$ cat config.mk
export PLATFORM = sky130hd
export DESIGN_NAME = mod_sub_256_serial
export DESIGN_NICKNAME = d
export VERILOG_FILES = /design/src/rtl/fe25519_pkg.sv /design/src/rtl/limb_addsub64.sv /design/src/rtl/mod_sub_256_serial.sv
export SDC_FILE = /design/constraint.sdc
export NUM_CORES = 2
export LEC_CHECK = 0
export ABC_AREA = 1
export BUFFER_PORTS_ARGS = -buffer_cell sky130_fd_sc_hd__buf_2
export CORE_ASPECT_RATIO = 1.1
export CORE_MARGIN = 2
export CORE_UTILIZATION = 55
export DETAILED_ROUTE_END_ITERATION = 16
export GPL_TIMING_DRIVEN = 0
export PLACE_DENSITY_LB_ADDON = 0.12
export SLEW_MARGIN = 0
export SYNTH_ARGS = -nofsm -noshare
export SYNTH_HDL_FRONTEND = slang
export SYNTH_SLANG_ARGS = --single-unit
$ cat constraint.sdc
create_clock -name clk -period 5 [get_ports clk]
set_input_delay 1.25 -clock clk [delete_from_list [all_inputs] [get_ports clk]]
set_output_delay 1.25 -clock clk [all_outputs]
set_load 0.02 [all_outputs]
$ cat src/rtl/fe25519_pkg.sv
// Shared definitions for the Curve25519 field-element datapath.
// Used by the limb-serial modular adder and subtractor.
//   LIMB_W    : limb width in bits (64)
//   NUM_LIMBS : limbs per field element (4)
//   FE_W      : field-element width in bits (256)
//   P25519    : field prime p = 2^255 - 19
//   fe_state_t: control states of the limb-serial units
package fe25519_pkg;

  localparam int unsigned LIMB_W    = 64;
  localparam int unsigned NUM_LIMBS = 4;
  localparam int unsigned FE_W      = LIMB_W * NUM_LIMBS;

  localparam logic [FE_W-1:0] P25519 =
    256'h7FFFFFFFFFFFFFFFFFFFFFFFFFFFFFFFFFFFFFFFFFFFFFFFFFFFFFFFFFFFFFED;

  typedef enum logic [1:0] {
    IDLE = 2'd0,
    RUN  = 2'd1,
    FIN  = 2'd2
  } fe_state_t;

endpackage

$ cat src/rtl/limb_addsub64.sv
// Combinational single-limb adder/subtractor.
//   i_x, i_y : limb operands
//   i_cin    : carry-in (add) or borrow-in (subtract)
//   i_sub    : 1 -> o_s = x - y - cin, o_cout = borrow out
//              0 -> o_s = x + y + cin, o_cout = carry out
module limb_addsub64 #(
  parameter int unsigned W = 64
) (
  input  logic [W-1:0] i_x,
  input  logic [W-1:0] i_y,
  input  logic         i_cin,
  input  logic         i_sub,
  output logic [W-1:0] o_s,
  output logic         o_cout
);

  logic [W:0] w_ext;

  // One extra bit holds the carry; for subtraction it becomes 1 exactly
  // when the difference went negative, i.e. it is the borrow.
  always_comb begin
    w_ext = '0;
    if (i_sub) begin
      w_ext = {1'b0, i_x} - {1'b0, i_y} - {{W{1'b0}}, i_cin};
    end else begin
      w_ext = {1'b0, i_x} + {1'b0, i_y} + {{W{1'b0}}, i_cin};
    end
  end

  assign o_s    = w_ext[W-1:0];
  assign o_cout = w_ext[W];

endmodule

$ cat src/rtl/mod_sub_256_serial.sv
// Limb-serial modular subtractor: result = (a - b) mod p, p = 2^255 - 19.
// Processes one 64-bit limb per cycle, LSB first. Each cycle produces the
// raw difference limb d and the corrected limb e = d + p; the final borrow
// of d selects which 256-bit word is returned.
//   clk, rst   : clock, synchronous active-high reset
//   start      : one-cycle request, honoured only in IDLE
//   a, b       : minuend / subtrahend, captured on an accepted start
//   busy       : high from the cycle after accept through the done cycle
//   done       : one-cycle pulse, result valid in that cycle
//   result     : (a - b) mod p, held until the next done
//   borrow_out : final borrow of a - b (1 when a < b)
// Start-to-done latency is 5 cycles; one operation every 6 cycles.
module mod_sub_256_serial #(
  parameter int unsigned LIMB_W    = 64,
  parameter int unsigned NUM_LIMBS = 4,
  parameter logic [LIMB_W*NUM_LIMBS-1:0] PRIME = fe25519_pkg::P25519
) (
  input  logic                          clk,
  input  logic                          rst,
  input  logic                          start,
  input  logic [LIMB_W*NUM_LIMBS-1:0]   a,
  input  logic [LIMB_W*NUM_LIMBS-1:0]   b,
  output logic                          busy,
  output logic                          done,
  output logic [LIMB_W*NUM_LIMBS-1:0]   result,
  output logic                          borrow_out
);

  import fe25519_pkg::*;

  localparam int unsigned W     = LIMB_W * NUM_LIMBS;
  localparam int unsigned CNT_W = (NUM_LIMBS > 1) ? $clog2(NUM_LIMBS) : 1;
  localparam logic [CNT_W-1:0] LAST_LIMB = CNT_W'(NUM_LIMBS - 1);

  fe_state_t         r_state;
  logic [CNT_W-1:0]  r_cnt;
  logic [W-1:0]      r_a;
  logic [W-1:0]      r_b;
  logic [W-1:0]      r_p;
  logic [W-1:0]      r_d_sr;
  logic [W-1:0]      r_e_sr;
  logic              r_borrow;
  logic              r_carry;
  logic [W-1:0]      r_result;
  logic              r_done;
  logic              r_busy;
  logic              r_borrow_out;

  logic [LIMB_W-1:0] w_d;
  logic              w_borrow;
  logic [LIMB_W-1:0] w_e;
  logic              w_carry;

  // d_i = a_i - b_i - borrow
  limb_addsub64 #(.W(LIMB_W)) u_sub (
    .i_x    (r_a[LIMB_W-1:0]),
    .i_y    (r_b[LIMB_W-1:0]),
    .i_cin  (r_borrow),
    .i_sub  (1'b1),
    .o_s    (w_d),
    .o_cout (w_borrow)
  );

  // e_i = d_i + p_i + carry; the carry out of the top limb is dropped,
  // so e is (d + p) mod 2^256.
  limb_addsub64 #(.W(LIMB_W)) u_add (
    .i_x    (w_d),
    .i_y    (r_p[LIMB_W-1:0]),
    .i_cin  (r_carry),
    .i_sub  (1'b0),
    .o_s    (w_e),
    .o_cout (w_carry)
  );

  always_ff @(posedge clk) begin
    if (rst) begin
      r_state      <= IDLE;
      r_cnt        <= '0;
      r_a          <= '0;
      r_b          <= '0;
      r_p          <= '0;
      r_d_sr       <= '0;
      r_e_sr       <= '0;
      r_borrow     <= 1'b0;
      r_carry      <= 1'b0;
      r_result     <= '0;
      r_done       <= 1'b0;
      r_busy       <= 1'b0;
      r_borrow_out <= 1'b0;
    end else begin
      r_done <= 1'b0;
      unique case (r_state)
        IDLE: begin
          // busy drops here, one cycle after done, unless a new job starts
          r_busy <= start;
          if (start) begin
            r_a      <= a;
            r_b      <= b;
            r_p      <= PRIME;
            r_borrow <= 1'b0;
            r_carry  <= 1'b0;
            r_cnt    <= '0;
            r_state  <= RUN;
          end
        end
        RUN: begin
          // Limbs enter at the top and move down, so after the last limb
          // limb 0 sits in the low 64 bits.
          r_d_sr   <= {w_d, r_d_sr[W-1:LIMB_W]};
          r_e_sr   <= {w_e, r_e_sr[W-1:LIMB_W]};
          r_a      <= {{LIMB_W{1'b0}}, r_a[W-1:LIMB_W]};
          r_b      <= {{LIMB_W{1'b0}}, r_b[W-1:LIMB_W]};
          r_p      <= {{LIMB_W{1'b0}}, r_p[W-1:LIMB_W]};
          r_borrow <= w_borrow;
          r_carry  <= w_carry;
          r_cnt    <= r_cnt + 1'b1;
          if (r_cnt == LAST_LIMB) begin
            r_state <= FIN;
          end
        end
        FIN: begin
          r_result     <= r_borrow ? r_e_sr : r_d_sr;
          r_borrow_out <= r_borrow;
          r_done       <= 1'b1;
          r_state      <= IDLE;
        end
        default: begin
          r_state <= IDLE;
          r_busy  <= 1'b0;
        end
      endcase
    end
  end

  assign busy       = r_busy;
  assign done       = r_done;
  assign result     = r_result;
  assign borrow_out = r_borrow_out;

endmodule
==> impl_metrics.prom <==
# TYPE chip_impl_metric gauge
chip_impl_info{name="critPathKind",value="reg2reg"} 1
chip_impl_info{name="final_common_cell",value="nand2_1"} 1
chip_impl_metric{name="place.gp.congestion",unit=""} 1.04
chip_impl_metric{name="r2r_cells",unit=""} 31
chip_impl_metric{name="cts_hold_buf",unit=""} 0
chip_impl_metric{name="setup-violations-final",unit=""} 0
chip_impl_metric{name="synth_nets",unit=""} 9763
chip_impl_metric{name="route.detailed.drc",unit=""} 0
chip_impl_metric{name="synth-edff-count",unit=""} 0
chip_impl_metric{name="die-area",unit="um^2"} 115000
chip_impl_metric{name="synthesis.instances",unit=""} 9051
chip_impl_metric{name="drive_above_1_share",unit=""} 0.142
chip_impl_info{name="ys_top_cells_by_area",value="dfxtp_1 (42%), nand2_1 (13%), o21ai_0 (9.2%), nor2_1 (7.1%), a21oi_1 (6.5%)"} 1
chip_impl_metric{name="post-synth-top-area-fraction",unit=""} 0.419
chip_impl_metric{name="number_of_antenna_violations_at_the_first_check_in_global_routing",unit=""} 54
chip_impl_metric{name="largest_net_degree_at_the_start_of_global_routing",unit=""} 46
chip_impl_metric{name="path_clk_slew",unit="ns"} 0.06
chip_impl_info{name="startpoint_type",value="flop"} 1
chip_impl_metric{name="crit_required",unit="ns"} 5.68
chip_impl_info{name="timing.critical_path.to_type",value="flop"} 1
chip_impl_info{name="cts_tree",value="yes"} 1
chip_impl_metric{name="syn_area_per_cell",unit="um^2"} 6.84
chip_impl_metric{name="route.vias.total",unit=""} 65500
chip_impl_metric{name="crit_fanout",unit=""} 7
chip_impl_metric{name="final_hold_viol_count",unit=""} 0
chip_impl_metric{name="hold-path-cell-count",unit=""} 2
chip_impl_metric{name="number_of_nets_at_the_end_of_the_flow",unit=""} 10700
chip_impl_metric{name="avgRoutedWirePerCell",unit="um"} 21.8
chip_impl_metric{name="floorplan.die.width",unit="um"} 324
chip_impl_info{name="synthDominantAreaCellType",value="dfxtp_1"} 1
chip_impl_info{name="hold_path_class",value="reg2reg"} 1
chip_impl_metric{name="cell_area_after_synthesis",unit="um^2"} 61900
chip_impl_metric{name="post-route-min-period",unit="ns"} 4.82
chip_impl_metric{name="routed_wirelength",unit="um"} 253000
chip_impl_metric{name="grt_pass1_vias",unit=""} 63000
chip_impl_metric{name="netlist-cell-type-count",unit=""} 48
chip_impl_metric{name="max_freq",unit="GHz"} 0.208
chip_impl_metric{name="ys.warnings.count",unit=""} 0
chip_impl_metric{name="drtIter0Drc",unit=""} 5929
chip_impl_metric{name="viasPerCell",unit=""} 5.64
chip_impl_metric{name="timing.clock.skew",unit="ns"} 0.0303
chip_impl_metric{name="syn2layout_area_growth",unit="%"} 17.5
chip_impl_metric{name="synth-async-reset-ratio",unit=""} 0
chip_impl_metric{name="grt_remaining_overflow",unit=""} 0
chip_impl_info{name="grt_setup_unrepaired",value="false"} 1
chip_impl_metric{name="timing_worst_slew_pin_value",unit="ns"} 1.39
chip_impl_info{name="worst_path_max_delay_cell",value="fa_1"} 1
chip_impl_metric{name="synth_sequential_area_ratio",unit=""} 0.419
chip_impl_metric{name="holdWs",unit="ns"} 0.462
chip_impl_metric{name="ioPinCount",unit=""} 774
chip_impl_info{name="run_status",value="finished clean"} 1
chip_impl_metric{name="clk_latency",unit="ns"} 0.79
chip_impl_info{name="top_reg_cell_synth",value="dfxtp_1"} 1
chip_impl_metric{name="timing.critical_path.arrival",unit="ns"} 5.49
chip_impl_metric{name="slew_headroom",unit=""} 0.0742
chip_impl_metric{name="cp_slowest_stage_delay",unit="ns"} 0.46
chip_impl_metric{name="initial_utilization",unit=""} 0.552
chip_impl_metric{name="period_share",unit=""} 0.963
chip_impl_metric{name="detail-route-antenna-nets",unit=""} 0
chip_impl_metric{name="max-cap-violations",unit=""} 0
chip_impl_info{name="mostFrequentLayoutCells",value="nand2_1 (2094), dfxtp_1 (1292), nor2_1 (1151), o21ai_0 (1130), buf_2 (984)"} 1
chip_impl_metric{name="tritoncts_num_sinks",unit=""} 1294
chip_impl_metric{name="yosys_register_bits",unit=""} 1294
chip_impl_metric{name="drv_slew",unit=""} 0
chip_impl_info{name="ctsRootBufferMaster",value="clkbuf_16"} 1
chip_impl_info{name="critPathMostFrequentCell",value="nand2_1"} 1
chip_impl_metric{name="clockBufferDepth",unit=""} 3
chip_impl_metric{name="dp_worst_setup_slack",unit="ns"} -1.52
chip_impl_metric{name="clock_tree.htree_level_count",unit=""} 4
chip_impl_metric{name="port_buffers",unit=""} 772
chip_impl_metric{name="gr-usage-all-layers",unit=""} 0.426
chip_impl_metric{name="n_fill_cell",unit=""} 10400
chip_impl_metric{name="hpwlAfterDp",unit="um"} 205000
chip_impl_metric{name="core",unit="um^2"} 112000
chip_impl_metric{name="global_route_wire_length_before_repair",unit="um"} 369000
chip_impl_metric{name="die_y",unit="um"} 356
chip_impl_metric{name="rows",unit=""} 129
chip_impl_metric{name="cts_buffers",unit=""} 131
chip_impl_metric{name="layout_setup_ws",unit="ns"} 0.185
chip_impl_metric{name="drt_first_pass_iters",unit=""} 7
-- synth_stat cells (54+ instances only) --
cell and instances:
dfxtp_1 1294, o21ai_0 1141, nand2_1 2109, ha_1 193, inv_1 787, nor2_1 1177
nand3_1 269, buf_2 212, clkbuf_1 352, a21oi_1 808, a31oi_1 388, nand2_2 54
-- worst max-delay path, delay by kind of cell (launching register included) --
kind,cells,cell delay (ns)
flip-flops,1,0.42
buffers and inverters,5,0.39
adder cells (fa/ha/maj),4,1.37
AO/OA/AOI/OAI,3,0.62
AND/OR/NAND/NOR,19,1.89
-- stage by stage --
stage	std cells	util	cell area [um^2]	setup TNS (ns)
2_1_floorplan	9051	-	61900	0
3_3_place_gp	11300	0.604	67600	-55.14
3_5_place_dp	11300	0.604	67700	-57.77
4_1_cts	11600	0.645	72300	0
5_1_grt	11600	0.649	72700	0
6_report	11600	0.649	72700	0
-- layer usage --
metal	global-route usage	vias to the layer above	part of all wire
li1	-	31400	-
met5	0	-	0.00057
met4	0.395	20	0.10
met3	0.0682	879	0.075
met1	0.455	30000	0.35
met2	0.719	3157	0.47
-- registers in the layout, summed over array words and instances, names as in the netlist --
name        count
r_carry         1
r_borrow        1
r_p             5
done            1
r_e_sr        256
r_d_sr        256
busy            1
result        256
borrow_out      1
r_state         2
r_cnt           2
r_b           256
r_a           256
-- what timing repair did --
item                       CTS  global route
cloned                       0             0
setup endpoints to repair   59            40
pin swaps                    4            10
gates resized for setup     71            73
setup buffers                3             3
-- worst paths after layout --
check	slack [ns]	to	startpoint
worst min-delay path	0.46	result[1]$_SDFFE_PP0P_	r_d_sr[1]$_SDFFE_PP0P_
worst max-delay path	0.18	r_e_sr[241]$_SDFFE_PP0P_	r_borrow$_SDFFE_PP0P_
worst min register to register	0.46	result[1]$_SDFFE_PP0P_	r_d_sr[1]$_SDFFE_PP0P_
worst max register to register	0.18	r_e_sr[241]$_SDFFE_PP0P_	r_borrow$_SDFFE_PP0P_
-- area by class of cell --
class	count	area [um^2]	area share
diodes	47	118	0.00162
plain buffers	581	2470	0.0340
clock buffers	190	3830	0.0527
clock inverters	36	435	0.00599
inverters	811	3060	0.0421
multi-input cells	6363	31100	0.427
flip-flops and latches	1294	25900	0.356
well taps	1506	1880	0.0259
repair buffers	780	3940	0.0542
-- kinds of logic after synthesis --
group,Yosys count,synth area share
and+or+nand+nor,3700,0.238
AOI/OAI and AO/OA,2404,0.204
xor gates and xnor gates,62,0.00938
adders and majority gates,197,0.0403
DFF,1294,0.419
buffers and inverters,1394,0.0893
Power is left out: the tool's default activity adds up to more than one toggle a clock period on the data nets, which glitch-free logic cannot reach.
